$ cat src/rtl/fmul_72bit_arbiter.sv
`default_nettype none
// fmul_72bit_arbiter: round-robin sharing of one fmul_72bit between two requesters, with an
// in-order owner tag FIFO routing results back. Optional macro FMUL_ARB_ERR_EN adds sticky oERR.
module fmul_72bit_arbiter #(
  parameter int P_TAG_DEPTH   = 8,
  parameter int P_TAG_DEPTH_N = 3
) (
  input  logic        iCLOCK,
  input  logic        inRESET,
  input  logic        iRESET_SYNC,
  input  logic        iREQ0,
  output logic        oBUSY0,
  input  logic [71:0] iA0,
  input  logic [71:0] iB0,
  input  logic        iREQ1,
  output logic        oBUSY1,
  input  logic [71:0] iA1,
  input  logic [71:0] iB1,
  output logic        oVALID0,
  input  logic        iBUSY0,
  output logic [71:0] oDATA0,
  output logic        oVALID1,
  input  logic        iBUSY1,
  output logic [71:0] oDATA1,
  output logic        oMUL_REQ,
  input  logic        iMUL_BUSY,
  output logic [71:0] oMUL_A,
  output logic [71:0] oMUL_B,
  input  logic        iMUL_VALID,
  output logic        oMUL_BUSY,
  input  logic [71:0] iMUL_DATA
`ifdef FMUL_ARB_ERR_EN
  ,
  output logic        oERR
`endif
);

  localparam logic [P_TAG_DEPTH_N:0] FULL_COUNT = (P_TAG_DEPTH_N+1)'(P_TAG_DEPTH);

  logic                     rr;
  logic [P_TAG_DEPTH-1:0]   tags;
  logic [P_TAG_DEPTH_N-1:0] wr_ptr;
  logic [P_TAG_DEPTH_N-1:0] rd_ptr;
  logic [P_TAG_DEPTH_N:0]   count;

  logic grant_valid;
  logic grant_port;
  logic full;
  logic empty;
  logic accept;
  logic head;
  logic head_busy;
  logic route;
  logic pop;

  // With a single requester it wins outright; rr only breaks ties.
  assign grant_valid = iREQ0 | iREQ1;
  assign grant_port  = (iREQ0 & iREQ1) ? rr : iREQ1;
  assign full        = (count == FULL_COUNT);
  assign empty       = (count == '0);

  assign oMUL_REQ = grant_valid & ~full & ~iRESET_SYNC;
  assign oMUL_A   = grant_port ? iA1 : iA0;
  assign oMUL_B   = grant_port ? iB1 : iB0;
  assign accept   = oMUL_REQ & ~iMUL_BUSY;
  assign oBUSY0   = ~(accept & ~grant_port);
  assign oBUSY1   = ~(accept & grant_port);

  // Results with no recorded owner are swallowed: not routed, not back-pressured.
  assign head      = tags[rd_ptr];
  assign head_busy = head ? iBUSY1 : iBUSY0;
  assign route     = ~empty & ~iRESET_SYNC;
  assign oVALID0   = route & iMUL_VALID & ~head;
  assign oVALID1   = route & iMUL_VALID & head;
  assign oMUL_BUSY = route & head_busy;
  assign pop       = route & iMUL_VALID & ~head_busy;
  assign oDATA0    = iMUL_DATA;
  assign oDATA1    = iMUL_DATA;

  always_ff @(posedge iCLOCK or negedge inRESET) begin
    if (!inRESET) begin
      rr     <= 1'b0;
      wr_ptr <= '0;
      rd_ptr <= '0;
      count  <= '0;
    end else if (iRESET_SYNC) begin
      rr     <= 1'b0;
      wr_ptr <= '0;
      rd_ptr <= '0;
      count  <= '0;
    end else begin
      if (accept) begin
        wr_ptr <= wr_ptr + 1'b1;
        rr     <= ~grant_port;
      end
      if (pop) begin
        rd_ptr <= rd_ptr + 1'b1;
      end
      case ({accept, pop})
        2'b10:   count <= count + 1'b1;
        2'b01:   count <= count - 1'b1;
        default: count <= count;
      endcase
    end
  end

  // Tag storage needs no reset: entries are only read once count covers them.
  always_ff @(posedge iCLOCK) begin
    if (accept) begin
      tags[wr_ptr] <= grant_port;
    end
  end

`ifdef FMUL_ARB_ERR_EN
  always_ff @(posedge iCLOCK or negedge inRESET) begin
    if (!inRESET) begin
      oERR <= 1'b0;
    end else if (iRESET_SYNC) begin
      oERR <= 1'b0;
    end else if (iMUL_VALID && empty) begin
      oERR <= 1'b1;
    end
  end
`endif

endmodule

`default_nettype wire

$ cat config.mk
export PLATFORM = sky130hd
export DESIGN_NAME = fmul_72bit_arbiter
export DESIGN_NICKNAME = d
export VERILOG_FILES = /design/src/rtl/fmul_72bit_arbiter.sv
export SDC_FILE = /design/constraint.sdc
export NUM_CORES = 1
export LEC_CHECK = 0
export BUFFER_PORTS_ARGS = -buffer_cell sky130_fd_sc_hd__clkbuf_2
export CORE_AREA = 2 2 261 263
export DETAILED_ROUTE_END_ITERATION = 16
export DIE_AREA = 0 0 263 265
export PLACE_DENSITY = 0.31
export REMOVE_ABC_BUFFERS = 1
export SLEW_MARGIN = 20
export SYNTH_ARGS = -nofsm -noshare
export SYNTH_HDL_FRONTEND = slang
export SYNTH_SLANG_ARGS = --single-unit
$ cat constraint.sdc
create_clock -name iCLOCK -period 7.06 [get_ports iCLOCK]
set_input_delay 0.353 -clock iCLOCK [delete_from_list [all_inputs] [get_ports iCLOCK]]
set_output_delay 0.353 -clock iCLOCK [all_outputs]
set_load 0.05 [all_outputs]
==> summary.txt, run 1 <==
Status
  – Status: completed

Routing
  – DR DRC count: 0
  – Final wirelength: 48.70 mm
  – Total number of vias: 5796
  – Pre-Repair DR Iteration Count: 6
  – DR vias/cell: 3.123
  – WL/cell: 26.24 um
  – Routed Antenna Nets: 0
  – Initial drt markers: 292

Final layout
  – Most frequent cells in the layout: clkbuf_2, nand2_1, nor2_1
  – Post-route insts no fill: 1856
  – Area delta synth->final: 56.87%
  – Layout cells sized above 1: 0.4705
  – FF/Latch Area: 515.5 um^2
  – Multi-input logic area: 2186 um^2
  – Most common cell after layout, fill and taps aside: clkbuf_2
  – # fillers: 8005
  – Nets: 1356

STA
  – Fin crit share: 0.5069
  – Worst-Margin Slew: 929.1 ps
  – Final Skew: 3.825 ps
  – Hold Fails Final Rpt: 0
  – Slew Viols, Final: 0
  – Relative slew slack: 0.3806
  – Worst Slack Setup Final: 3482 ps
  – Fmax achieved: 279.5 MHz
  – Min cycle time layout: 3578 ps
  – Finish-stage setup viols: 0
  – Unrepaired setup endpoints after global routing: no

Floorplanning
  – # IOs: 663
  – Row cnt: 95
  – Core area: 66800 um^2
  – Die Wd: 263 um
  – Die Y: 265 um
  – Die area: 69700 um^2
  – Initial core utilization: 0.05872

Global routing
  – Total gr overflow: 0
  – Largest net degree at the start of global routing: 85
  – Initial antenna violation count: 11
  – Gr usage total: 0.1340
  – Vias in the first global route: 5870
  – First-pass GRT wire length: 60.89 mm

Clock network
  – Num CTS Buffers: 3
  – CTS tree: built
  – Post-CTS Setup Repair Bufs: 0
  – TritonCTS Sinks: 19
  – CTS Hold Bufs: 0
  – CTS clk-pin slew, worst paths: 60 ps
  – Worst skew pair latency: 250 ps
  – PostCTS Resize Cnt: 0
  – Clk root buf: clkbuf_16
  – CTS H-tree depth: 1
  – CTS Buffer Depth: 2

Logic synthesis
  – Area of the mapped netlist: 3923 um^2
  – Syn avg cell area: 5.540 um^2
  – Post-Synthesis Cells: 708
  – Synth area leaders: nand2_1, buf_4, dfrtp_1, edfxtp_1, clkbuf_1
  – Ys Warns: 0
  – Synth top area share: 0.4239
  – Ys async rst share: 0.5789
  – Count of cell types in the netlist: 33
  – EDFF count, synth: 8
  – Seq cells post-synth: 19
  – Sequential fraction of the synthesis area: 0.1314
  – Yosys top cell by area: nand2_1
  – Ys flop type: dfrtp_1

Placed design
  – Number of I/O port buffers: 446
  – Placed cells: 1851
  – Gp weighted congestion: 0.8461
  – Dpl hpwl: 42.54 mm
  – DP Worst Slack: 3352 ps

Setup path
  – Worst r2r src: rd_ptr[0]$_DFFE_PN0P_
  – CP max stage delay: 700 ps
  – Slowest cell on the critical path: buf_4
  – Worst path cell trace: o21ai_4 > buf_4 > inv_6 > buf_4 > nand2_1 > nand2_1 > clkbuf_2
  – CP required: 6710 ps
  – Crit path arrival time: 3230 ps
  – Crit Path Class: register to primary output
  – Crit path launch: rr$_DFFE_PN0P_
  – Worst Path Buf+Inv: 4
  – Largest fanout on the critical path: 84
  – Crit path max-delay family: buffers and inverters
  – Worst setup EP type: primary output
  – Worst Setup Start Kind: register

Power
  – Pwr Density: 167.7 nW/um^2
  – Peak VDD IR: 0.00008729 V
  – Lkg Pwr: 0.003623 uW

Flow run
  – Max Cap Viol: 0

Min path
  – HP Class: primary input to async pin
where the power goes:
group	switching [uW]	internal, uW	total, uW
Clock	41.1	76.8	118
Combinational	580	185	766
Sequential	21.4	127	148
Total	643	389	1030
registers in the layout, indices dropped and copies added (netlist names):
name	count
count	4
rd_ptr	3
rr	1
tags	8
wr_ptr	3
stage by stage:
stage	utilization	total power [uW]	TNS [ps]	cell area [um^2]	hold slack, ps
global placement	0.09090	931.2	0	6072	274.3
global route	0.09208	1099	0	6151	21.04
detailed placement	0.09090	932.2	0	6072	279.2
finish	0.09211	1032	0	6153	4.424
floorplan	-	636.3	-301310	2701	57.41
CTS	0.09208	1053	0	6151	13.72
kinds of logic (layout without fill, tap and decap cells):
group / after synthesis / count (layout) / share of synthesized area
simple gates: 478 / 478 / 0.4721
flops: 19 / 19 / 0.1314
fa+ha+maj: 4 / 4 / 0.01276
xor+xnor: 5 / 5 / 0.01308
mux: 9 / 9 / 0.03796
other cells: 0 / 1 / 0
compound gates: 10 / 10 / 0.01850
buf+inv: 183 / 457 / 0.3142
synthesized netlist by cell type (all sizes together) (2+ instances only):
library cell  number
nor2b              2
dfrtp             11
nor4               3
o21ai              3
nor3               7
edfxtp             8
clkbuf            31
nand2b             4
nor4b              2
nand2            443
nor2              14
buf              149
mux4               2
xnor2              2
mux2i              6
xor2               3
ha                 4
inv                3
a21oi              2
nor3b              2
worst reg2reg max path, delay by kind of cell, from the launching register on:
| family | cells | cell delay [ps] |
|---|---|---|
| flip-flops | 1 | 450 |
| AO/OA/AOI/OAI | 2 | 530 |
| multiplexers | 3 | 1380 |
| AND/OR/NAND/NOR | 1 | 180 |
| XOR/XNOR | 1 | 180 |
| adder cells (fa/ha/maj) | 1 | 210 |
final cells by class:
type	count	share of cell area
diodes	1	0.0004067
clock buffers	4	0.01281
inverters	3	0.002643
multi-input cells	506	0.3552
flip-flops and latches	19	0.08377
well taps	873	0.1775
repair buffers	450	0.3676
final timing paths:
path | end | slack, ps | cells past startpoint
worst max-delay path | oMUL_B[16] | 3480 | 7
worst min-delay path | wr_ptr[0]$_DFFE_PN0P_ | 4 | 1
worst max register to register | count[2]$_DFFE_PN0P_ | 4010 | 8
worst min register to register | rr$_DFFE_PN0P_ | 550 | 2
max in group asynchronous | rd_ptr[1]$_DFFE_PN0P_ | 6790 | 1
min in group iCLOCK | wr_ptr[1]$_DFFE_PN0P_ | 520 | 2
routing by layer:
metal,track usage,vias up,wire [um]
li1,-,2561,-
met1,0.1604,2612,20610
met2,0.1717,578,17270
met3,0.1233,27,9848
met4,0.008031,18,179
met5,0.08870,-,804
No activity file was read; power rests on OpenSTA's default activity.
==> run 2: changes to the inputs <==
CORE_AREA = 2 2 254 256   (was 2 2 261 263)
DIE_AREA = 0 0 256 258   (was 0 0 263 265)
PLACE_DENSITY = 0.32   (was 0.31)
clock period = 3.7 ns   (was 7.06 ns; I/O delays follow)
==> summary.txt, run 2 (synthesized netlist as in run 1, its figures left out) <==
STA
  – Worst Slack Setup Final: 728.5 ps
  – Hold Fails Final Rpt: 0
  – Fmax achieved: 336.5 MHz
  – Finish-stage setup viols: 0
  – Final Skew: 4.209 ps
  – Fin crit share: 0.8031
  – Unrepaired setup endpoints after global routing: no
  – Slew Viols, Final: 0
  – Min cycle time layout: 2971 ps
  – Worst-Margin Slew: 788.0 ps
  – Total Neg Setup Slack: 0 ps
  – Relative slew slack: 0.4747

Final layout
  – Post-route insts no fill: 1840
  – Biggest regs: tags (8), count (4)
  – Most common cell after layout, fill and taps aside: clkbuf_2
  – Top reg by flops: tags
  – Area delta synth->final: 57.54%
  – Layout cells sized above 1: 0.4721
  – # fillers: 7628
  – Max reg flops: 8
  – Most frequent cells in the layout: clkbuf_2, nand2_1, nor2_1
  – Ant. Diodes: 0
  – Nets: 1359
  – Cell area after layout: 6180 um^2

Setup path
  – Crit path arrival time: 3100 ps
  – Most numerous cell on the critical path: mux2i_4
  – CP required: 3830 ps
  – Flop2flop setup slack: 730 ps
  – CP max stage delay: 620 ps
  – Worst setup EP type: register
  – Slowest cell on the critical path: mux4_1
  – Largest fanout on the critical path: 8
  – Crit Path Class: register to register
  – Worst path cell trace: mux4_1 > mux2i_4 > mux2i_4 > nor2_1 > xor2_1 > ha_1 > a22o_1 > a221o_1
  – Worst Setup Start Kind: register

Routing
  – WL/cell: 23.56 um
  – DR vias/cell: 3.068
  – Routed Antenna Nets: 0
  – DR DRC count: 0
  – Total number of vias: 5646
  – Initial drt markers: 346
  – Pre-Repair DR Iteration Count: 5
  – Final wirelength: 43.35 mm

Global routing
  – Vias in the first global route: 5627
  – Gr usage total: 0.1253
  – Initial antenna violation count: 0
  – Total gr overflow: 0
  – First-pass GRT wire length: 55.21 mm
  – Largest net degree at the start of global routing: 146

Clock network
  – Num CTS Buffers: 3
  – CTS H-tree depth: 1
  – TritonCTS Sinks: 19
  – CTS clk-pin slew, worst paths: 60 ps
  – Worst skew pair latency: 250 ps
  – CTS tree: built
  – PostCTS Resize Cnt: 0
  – CTS Buffer Depth: 2
  – Clk root buf: clkbuf_16

Floorplanning
  – Die Wd: 256 um
  – Initial core utilization: 0.06163
  – Die Y: 258 um
  – Core area: 63650 um^2
  – Die area: 66050 um^2
  – # IOs: 663
  – Row cnt: 93

Placed design
  – Dpl hpwl: 38.09 mm
  – Gp weighted congestion: 0.7713
  – Number of I/O port buffers: 446
  – DP Worst Slack: 721.6 ps
  – Placed cells: 1835
  – Placed cell area: 6090 um^2

Min path
  – HP Class: primary input to register

Power
  – Pwr Density: 316.1 nW/um^2
  – Lkg Pwr: 0.003649 uW
  – Peak VDD IR: 0.0001885 V

Status
  – Status: completed

Flow run
  – Max Cap Viol: 0
run 2: critical path: cells and delay by family, from the launching register on:
kind	cells	cell delay (ps)
muxes	3	1340
AOI/OAI and AO/OA	2	530
DFF	1	430
adders and majority gates	1	210
xor gates and xnor gates	1	180
and+or+nand+nor	1	150
run 2: where the power goes:
group / switching [uW] / internal [uW]
sequential: 38.1 / 242
clock: 76.6 / 145
combinational: 1090 / 361
run 2: area by class of cell:
class | count | area (um^2) | area share
Tap cell | 855 | 1070 | 0.1731
Clock inverter | 1 | 5.005 | 0.0008099
Inverter | 3 | 16.27 | 0.002632
Sequential cell | 19 | 515.5 | 0.08342
Multi-Input combinational cell | 506 | 2186 | 0.3537
Clock buffer | 3 | 75.07 | 0.01215
Timing Repair Buffer | 453 | 2312 | 0.3742
run 2: timing repair:
item	4_1_cts	5_1_grt
hold endpoints to repair	11	0
hold buffers	1	0
buffers inserted	0	0
run 2: final timing paths:
| check | start | endpoint | cells after the start |
|---|---|---|---|
| worst min register to register | rr$_DFFE_PN0P_ | rr$_DFFE_PN0P_ | 2 |
| max in group asynchronous | inRESET | wr_ptr[2]$_DFFE_PN0P_ | 2 |
| worst min-delay path | iRESET_SYNC | rd_ptr[2]$_DFFE_PN0P_ | 2 |
| worst max register to register | rd_ptr[0]$_DFFE_PN0P_ | count[2]$_DFFE_PN0P_ | 8 |
| min in group asynchronous | inRESET | rd_ptr[2]$_DFFE_PN0P_ | 2 |
| worst max-delay path | rd_ptr[0]$_DFFE_PN0P_ | count[2]$_DFFE_PN0P_ | 8 |
run 2: per-layer routing:
layer  up-vias  part of all wire  track usage  wire (um)
met5         -             0.011      0.05484        483
met4        12            0.0031     0.005036        134
met3        23              0.25       0.1443      10730
met2       551              0.35       0.1544      15030
met1      2500              0.39       0.1406      16980
li1       2560                 -            -          -
run 2: metrics by stage:
step,hold slack [ps],power [uW],util
final,321.6,1953,0.09709
after global routing,339.3,2111,0.09709
after CTS,314.1,2006,0.09709
after detailed placement,89.99,1778,0.09567
after global placement,94.02,1772,0.09567
after floorplan,-110.6,1214,-
==> run 3: changes to the inputs <==
ABC_AREA = 1   (was unset)
CORE_AREA = 2 2 255 257   (was 2 2 254 256)
DIE_AREA = 0 0 257 259   (was 0 0 256 258)
PLACE_DENSITY = 0.33   (was 0.32)
clock period = 2.5 ns   (was 3.7 ns; I/O delays follow)
==> summary.txt, run 3 <==
Setup path
  – Slowest cell on the critical path: inv_6
  – CP required: 2380 ps
  – Worst setup EP type: primary output
  – Worst path cell trace: inv_1 > nand2_1 > nand2_4 > inv_6 > buf_4 > nand2_1 > nand2_1 > clkbuf_2
  – Most numerous cell on the critical path: nand2_1
  – Crit Path Class: register to primary output
  – CP max stage delay: 460 ps
  – Worst Path Buf+Inv: 4
  – Worst r2r src: rd_ptr[0]$_DFFE_PN0P_
  – Crit path arrival time: 2120 ps
  – Largest fanout on the critical path: 56
  – Crit path max-delay family: buffers and inverters
  – Worst Setup Start Kind: register
  – Crit path launch: rr$_DFFE_PN0P_

Logic synthesis
  – Syn avg cell area: 5.287 um^2
  – EDFF count, synth: 8
  – Seq cells post-synth: 19
  – Ys async rst share: 0.5789
  – Synth top area share: 0.4393
  – Yosys top cell by area: nand2_1
  – Area of the mapped netlist: 3981 um^2
  – Ys flop type: dfrtp_1
  – Most common cell in the netlist: nand2_1
  – Sequential fraction of the synthesis area: 0.1295
  – Post-synth top cells: nand2_1, buf_4, inv_1, clkbuf_1, nor2_1
  – Post-Synthesis Cells: 753
  – Ys Warns: 0
  – Synth area leaders: nand2_1, buf_4, dfrtp_1, edfxtp_1, inv_1
  – Count of cell types in the netlist: 25

Floorplanning
  – Die Wd: 257 um
  – Initial core utilization: 0.06232
  – # IOs: 663
  – Core area: 63880 um^2
  – Die Y: 259 um
  – Die area: 66560 um^2
  – Row cnt: 93

Power
  – Clock share of power: 0.103
  – Lkg Pwr: 0.004215 uW
  – Sw Ratio: 0.5502
  – Sequential Power Share: 0.115
  – Psw: 1765 uW
  – Internal power: 1443 uW
  – Peak VDD IR: 0.0001672 V
  – Pwr Density: 427.6 nW/um^2
  – Comb power frac: 0.783
  – Total power: 3208 uW

STA
  – Worst-Margin Slew: 564.3 ps
  – WHS: 199.6 ps
  – Total Neg Setup Slack: 0 ps
  – Hold Fails Final Rpt: 0
  – Final Skew: 5.313 ps
  – Slew Viols, Final: 0
  – Relative slew slack: 0.6238
  – Unrepaired setup endpoints after global routing: no
  – Fin crit share: 0.8993
  – Finish-stage setup viols: 0
  – Fmax achieved: 444.8 MHz
  – Min cycle time layout: 2248 ps
  – Worst Slack Setup Final: 251.7 ps

Routing
  – DR vias/cell: 3.060
  – Routed wl met2: 15.26 mm
  – Initial drt markers: 256
  – Total number of vias: 5786
  – WL/cell: 24.10 um
  – Top Layer Used: met5
  – Routed length on met3: 12.10 mm
  – Metal-1 WL: 17.17 mm
  – Pre-Repair DR Iteration Count: 4
  – Final wirelength: 45.57 mm
  – DR DRC count: 0
  – Routed Antenna Nets: 0

Min path
  – Hold_sp: iRESET_SYNC
  – HP Class: primary input to register

Clock network
  – PostCTS Resize Cnt: 0
  – Clk root buf: clkbuf_16
  – CTS H-tree depth: 1
  – Worst skew pair latency: 250 ps
  – Num CTS Buffers: 3
  – CTS clk-pin slew, worst paths: 60 ps
  – TritonCTS Sinks: 19
  – CTS Buffer Depth: 2
  – CTS tree: built

Placed design
  – Number of I/O port buffers: 446
  – Gp weighted congestion: 0.8166
  – Dpl hpwl: 40.17 mm
  – Placed cells: 1886
  – DP Worst Slack: 439.7 ps

Global routing
  – First-pass GRT wire length: 58.33 mm
  – Vias in the first global route: 5797
  – Gr usage total: 0.1332
  – Initial antenna violation count: 0
  – Largest net degree at the start of global routing: 83
  – Total gr overflow: 0

Status
  – Status: completed

Final layout
  – Area delta synth->final: 88.44%
  – Most frequent cells in the layout: nand2_1, clkbuf_2, buf_12
  – Biggest regs: tags (8), count (4)
  – Layout cells sized above 1: 0.4604
  – Most common cell after layout, fill and taps aside: nand2_1
  – Nets: 1410
  – Top reg by flops: tags
  – Max reg flops: 8
  – Post-route insts no fill: 1891
  – Ant. Diodes: 0

Flow run
  – Max Cap Viol: 0
run 3: cell types whose count changed in the layout (fill, tap and decap cells not counted), moves of 4 or more:
cell and change:
buf_12 +83, clkbuf_2 -81, inv_1 +26, mux2i_1 -4, nand2_1 +22, nand2_2 +5
nand2b_1 -4, nand3_1 +12, nor3_1 -7, o21ai_0 +8
run 3: logic make-up after synthesis:
logic type,Yosys count,share of synthesized area
flops,19,0.1295
compound gates,13,0.01917
xor+xnor,2,0.004401
buf+inv,208,0.3338
simple gates,507,0.5006
fa+ha+maj,4,0.01257
run 3: power by group through the flow:
stage / Sequential, uW / Clock [uW] / Combinational [uW]
after floorplan: 369 / 0 / 1290
after global placement: 373 / 0 / 2570
after detailed placement: 373 / 0 / 2580
after CTS: 367 / 339 / 2580
after global routing: 371 / 354 / 2710
final: 368 / 330 / 2510
run 3: final cells by class:
type                    count  area [um^2]
repair buffers            455         3568
fillers                  7517        56380
well taps                 855         1070
inverters                  32        125.1
multi-input cells         526         2145
clock buffers               4        78.83
flip-flops and latches     19        515.5
run 3: layer usage:
layer,track usage,up-vias
met4,0.01034,11
met2,0.1609,575
met3,0.1683,22
met1,0.1386,2512
met5,0.08974,-
li1,-,2666
run 3: final timing paths:
path	to	slack [ps]	depth (start not counted)
max	oMUL_B[70]	250	8
min	count[3]$_DFFE_PN0P_	200	4
max reg2reg	count[3]$_DFFE_PN0P_	480	16
min reg2reg	rr$_DFFE_PN0P_	550	2
max in group asynchronous	wr_ptr[2]$_DFFE_PN0P_	1930	2
min in group asynchronous	count[3]$_DFFE_PN0P_	320	2
run 3: worst register-to-register path: cells and delay by family, from the launching register on:
kind	cells	cell delay, ps
adders and majority gates	1	230
and+or+nand+nor	12	990
buffers and inverters	3	280
DFF	1	430
run 3: timing repair:
action	in CTS	in global routing
buffers inserted	0	0
hold buffers	1	0
hold endpoints to repair	11	0
run 3: through the flow:
| stage | utilization | instance area (um^2) |
|---|---|---|
| after floorplan | - | 2773 |
| after global placement | 0.1160 | 7413 |
| after detailed placement | 0.1160 | 7413 |
| after CTS | 0.1174 | 7502 |
| after global routing | 0.1174 | 7502 |
| final | 0.1174 | 7502 |
